## config.mk

```make
export PLATFORM = sky130hd
export DESIGN_NAME = oam_dma
export DESIGN_NICKNAME = d
export VERILOG_FILES = /design/src/rtl/nes_bus_pkg.sv /design/src/rtl/oam_dma.sv
export SDC_FILE = /design/constraint.sdc
export NUM_CORES = 1
export LEC_CHECK = 0
export CAP_MARGIN = 20
export CORE_MARGIN = 1
export CORE_UTILIZATION = 47
export DETAILED_ROUTE_END_ITERATION = 8
export PLACE_DENSITY = 0.82
export SYNTH_ARGS = -nofsm -noshare
export SYNTH_HDL_FRONTEND = slang
export SYNTH_SLANG_ARGS = --single-unit
```

## constraint.sdc

```tcl
create_clock -name clock -period 2.2 [get_ports clock]
set_clock_uncertainty 0.05 [all_clocks]
set_input_delay 0.22 -clock clock [delete_from_list [all_inputs] [get_ports clock]]
set_output_delay 0.22 -clock clock [all_outputs]
set_load 0.005 [all_outputs]
```

## src/rtl/nes_bus_pkg.sv

```systemverilog
// Shared constants and state encoding for the cpu_2a03 bus side blocks:
// register addresses of the OAM data port and the sprite DMA trigger.
package nes_bus_pkg;

   localparam logic [15:0] OAM_ADDR     = 16'h2004;
   localparam logic [15:0] TRIGGER_ADDR = 16'h4014;

   // 9-bit so a full page count (256) is representable
   localparam logic [8:0]  XFER_LEN     = 9'd256;
   localparam logic [8:0]  LAST_COUNT   = XFER_LEN - 9'd1;

   typedef enum logic [2:0] {
      IDLE,
      HALT,
      ALIGN,
      READ,
      WRITE
   } dma_state_t;

endpackage

```

## src/rtl/oam_dma.sv

```systemverilog
// Sprite OAM DMA: a CPU write to $4014 halts the CPU and copies one 256-byte page
// to $2004. Define OAM_DMA_ALIGN_EN to insert the get/put alignment cycle.
module oam_dma
   import nes_bus_pkg::*;
(
   input  logic        clock,
   input  logic        nreset,
   input  logic [15:0] cpu_addr,
   input  logic        cpu_rw,
   input  logic [7:0]  cpu_wdata,
   input  logic [7:0]  bus_rdata,
   output logic        cpu_rdy,
   output logic        dma_active,
   output logic [15:0] dma_addr,
   output logic        dma_rw,
   output logic [7:0]  dma_wdata,
   output dma_state_t  dbg_state
);

   dma_state_t  state_q;
   logic [7:0]  page_q;
   logic [8:0]  count_q;
   logic        parity_q;
   logic        cpu_rdy_q;
   logic        dma_active_q;
   logic [15:0] dma_addr_q;
   logic        dma_rw_q;
   logic [7:0]  dma_wdata_q;

   logic        parity_d;
   logic [8:0]  count_d;
   logic        trigger;
   logic        need_align;

   assign parity_d = ~parity_q;
   assign count_d  = count_q + 9'd1;
   assign trigger  = (cpu_addr == TRIGGER_ADDR) && !cpu_rw;

`ifdef OAM_DMA_ALIGN_EN
   // reads must land on get cycles; a put cycle next means one idle cycle first
   assign need_align = parity_d;
`else
   assign need_align = 1'b0;
`endif

   always_ff @(posedge clock or negedge nreset) begin
      if (!nreset) begin
         state_q      <= IDLE;
         page_q       <= 8'h00;
         count_q      <= 9'd0;
         parity_q     <= 1'b0;
         cpu_rdy_q    <= 1'b1;
         dma_active_q <= 1'b0;
         dma_addr_q   <= 16'h0000;
         dma_rw_q     <= 1'b1;
         dma_wdata_q  <= 8'h00;
      end else begin
         parity_q <= parity_d;
         case (state_q)
            IDLE: begin
               if (trigger) begin
                  page_q    <= cpu_wdata;
                  count_q   <= 9'd0;
                  cpu_rdy_q <= 1'b0;
                  state_q   <= HALT;
               end
            end
            HALT: begin
               // the first CPU read cycle here is the dummy cycle
               if (cpu_rw) begin
                  if (need_align) begin
                     state_q <= ALIGN;
                  end else begin
                     state_q      <= READ;
                     dma_active_q <= 1'b1;
                     dma_rw_q     <= 1'b1;
                     dma_addr_q   <= {page_q, count_q[7:0]};
                  end
               end
            end
            ALIGN: begin
               state_q      <= READ;
               dma_active_q <= 1'b1;
               dma_rw_q     <= 1'b1;
               dma_addr_q   <= {page_q, count_q[7:0]};
            end
            READ: begin
               dma_wdata_q <= bus_rdata;
               dma_rw_q    <= 1'b0;
               dma_addr_q  <= OAM_ADDR;
               state_q     <= WRITE;
            end
            WRITE: begin
               count_q  <= count_d;
               dma_rw_q <= 1'b1;
               if (count_q == LAST_COUNT) begin
                  state_q      <= IDLE;
                  cpu_rdy_q    <= 1'b1;
                  dma_active_q <= 1'b0;
               end else begin
                  state_q    <= READ;
                  dma_addr_q <= {page_q, count_d[7:0]};
               end
            end
            default: state_q <= IDLE;
         endcase
      end
   end

   assign cpu_rdy    = cpu_rdy_q;
   assign dma_active = dma_active_q;
   assign dma_addr   = dma_addr_q;
   assign dma_rw     = dma_rw_q;
   assign dma_wdata  = dma_wdata_q;
   assign dbg_state  = state_q;

endmodule

```

==> results.sh <==
export IMPL_synth_seq_area_share_pct=54.4
export IMPL_syn_area_um2=2170
export IMPL_avgSynthCellArea_um2=9.67
export IMPL_hold_viol=0
export IMPL_grt_pass1_wl_mm=8.18
export IMPL_hold_path_class="in2reg"
export IMPL_cts_tree="built"
export IMPL_cap_violations=0
export IMPL_fp_dieW_um=69.9
export IMPL_use_met2_pct=35.9
export IMPL_powerDensity_nw_per_um2=1170
export IMPL_post_place_ws_ns=0.0324
export IMPL_io_pins=65
export IMPL_syn_inst=224
export IMPL_synth_warnings=0
export IMPL_dieArea_um2=4890
export IMPL_use_met3_pct=7.07
export IMPL_critPathMaxFanout=4
export IMPL_root_buffer="clkbuf_8"
export IMPL_antenna_found_initial=0
export IMPL_clk_pin_slew_worst_paths_ns=0.09
export IMPL_grtUsageTotal_pct=21.4
export IMPL_tightest_slew_ns=0.578
export IMPL_whs_ns=0.377
export IMPL_drive_gt1_share_pct=10.4
export IMPL_min_period_over_period_pct=93.5
export IMPL_max_freq_ghz=0.486
export IMPL_gr_total_overflow=0
export IMPL_n_antenna_cell=0
export IMPL_syn_nets=261
export IMPL_cts_path_max_buffers=2
export IMPL_max_vdd_ir_drop_mv=0.757
export IMPL_fin_ws_ns=0.143
export IMPL_finalWirelength_mm=4.75
export IMPL_avgRoutedWirePerCell_um=13.6
export IMPL_start_kind="register"
export IMPL_vias=1827
export IMPL_power_mw=3.53
export IMPL_initial_core_util_pct=49.4
export IMPL_final_common_cell="clkdlybuf4s50_1"
export IMPL_dpl_hpwl_mm=3.36
export IMPL_first_global_vias=1824
export IMPL_grt_max_degree=48
export IMPL_avgViaCountPerCell=5.23
export IMPL_dr_pass1_iters=4
export IMPL_ys_ff_latch=47
export IMPL_critPathCaptureType="register"
export IMPL_ant_nets=0
export IMPL_cp_data_required_time_ns=2.34
export IMPL_crit_type="reg2reg"
export IMPL_initialDrtViolationCount=115
export IMPL_htreeDepth=2
export IMPL_clk_latency_ns=0.30
export IMPL_global_route_usage_met1_pct=25.6
export IMPL_status="finished, final reports clean"
export IMPL_timing_final_max_slew_violations=0
export IMPL_clkSinkCount=47
export IMPL_cts_buffers=5
export IMPL_io_buffers=64
export IMPL_most_common_layout_cells="63 x clkdlybuf4s50_1, 45 x dfrtp_1, 40 x nand2_1"
export IMPL_synth_cell_types=40
export IMPL_globalplace_congestion=0.838
export IMPL_coreArea_um2=4380
export IMPL_leakagePower_nw=1.30
export IMPL_die_y_um=69.9
export IMPL_crit_arrival_ns=2.20
export IMPL_setup_violations=0
export IMPL_finish_net_count=333
export IMPL_top_usage_layer="met2"
export IMPL_syn2layout_area_growth_pct=39.7
export IMPL_fin_crit_ns=2.06
export IMPL_drc_errors=0
export IMPL_fill_cells=351
export IMPL_slew_headroom_pct=61.4
export IMPL_rows=24
registers in the layout, indices dropped and copies added, names as in the netlist:
| signal | cells |
|---|---|
| count_q | 9 |
| cpu_rdy | 1 |
| dbg_state | 3 |
| dma_active | 1 |
| dma_addr | 16 |
| dma_rw | 1 |
| dma_wdata | 8 |
| page_q | 8 |
what timing repair did:
item                                   in CTS  in global routing
setup buffers                               0                  1
endpoints found under the hold margin      45                  0
gates resized for setup                     0                  0
hold buffers                                1                  0
setup endpoints to repair                   0                  8
report_power, final:
part / total [mW] / internal [mW] / switching, mW / leakage [nW]
logic: 1.63 / 0.832 / 0.794 / 0.682
clock network: 0.556 / 0.257 / 0.299 / 0.0474
registers: 1.35 / 1.15 / 0.195 / 0.575
total: 3.53 / 2.24 / 1.29 / 1.30
metrics by stage:
stage	utilization, %	std cells	cell area, um^2	setup TNS (ns)
after CTS	68.9	348	3020	0
final	69.1	349	3030	0
after global placement	66.4	339	2910	0
after floorplan	-	224	2170	0
after detailed placement	66.4	339	2910	0
after global routing	69.1	349	3030	-0.00376
cells in the mapped netlist, drive strengths merged:
cell    instances  area, um^2
nand2b          5        31.3
inv            13        48.8
a22o            1        8.76
dfrtp          45        1130
o22a            1        8.76
nor2b           1        6.26
mux2i           1        10.0
o211ai          1        7.51
clkbuf          6        22.5
nor4bb          1        10.0
nand4           1        6.26
or3             3        18.8
o32ai           1        16.3
or4             3        22.5
dfstp           2        52.6
o22ai           1        6.26
o31ai           3        22.5
nor3            3        26.3
or3b            1        8.76
o21ai          19        95.1
nor4            4        25.0
nand2          40         150
xnor2           1        8.76
a31oi           8        50.1
nand3          15        75.1
ha              2        25.0
a21boi          1        7.51
mux2            8        90.1
and2            2        12.5
o221ai          1        8.76
nor3b           2        20.0
a21oi           5        25.0
o32a            1        10.0
nor2           15        56.3
buf             7        47.5
cells by family after synthesis:
logic type	Yosys count	synth area share [%]
AND/OR/NAND/NOR	96	21.7
flip-flops	47	54.4
AO/OA/AOI/OAI	43	12.3
buffers and inverters	26	5.48
multiplexers	9	4.62
adder cells (fa/ha/maj)	2	1.15
XOR/XNOR	1	0.404
final timing paths:
check / startpoint / endpoint / slack (ns) / cells past startpoint
max: count_q[0]$_DFFE_PN0P_ / dma_addr[2]$_DFFE_PN0P_ / 0.14 / 8
min: bus_rdata[1] / dma_wdata[1]$_DFFE_PN0N_ / 0.38 / 3
max reg2reg: count_q[0]$_DFFE_PN0P_ / dma_addr[2]$_DFFE_PN0P_ / 0.14 / 8
min reg2reg: dma_wdata[6]$_DFFE_PN0N_ / dma_wdata[6]$_DFFE_PN0N_ / 0.43 / 2
max in group asynchronous: nreset / dma_addr[2]$_DFFE_PN0P_ / 1.23 / 3
min in group asynchronous: nreset / dma_addr[14]$_DFFE_PN0P_ / 0.47 / 3
per-layer routing:
layer	part of all wire, %	wire length (um)
met5	0	0
met4	1.5	72
met3	5.8	274
met2	51	2400
met1	42	2000
worst max-delay path, cell delays in order (launching register included):
cell	delay, ns
dfrtp_1	0.42
ha_1	0.22
nand3_1	0.07
nor2_1	0.05
ha_1	0.21
nand2b_1	0.19
o32ai_4	0.26
nand2_1	0.11
o32a_1	0.35
cell type report:
type	instances	area (um^2)	area share, %
clock inverter	2	16.3	0.537
tap	52	65.1	2.15
multi-input combinational	151	881	29.1
timing repair buffer	78	756	25.0
inverter	13	48.8	1.61
clock buffer	6	82.6	2.73
sequential	47	1180	38.9
(Power assumes the default switching activity.)
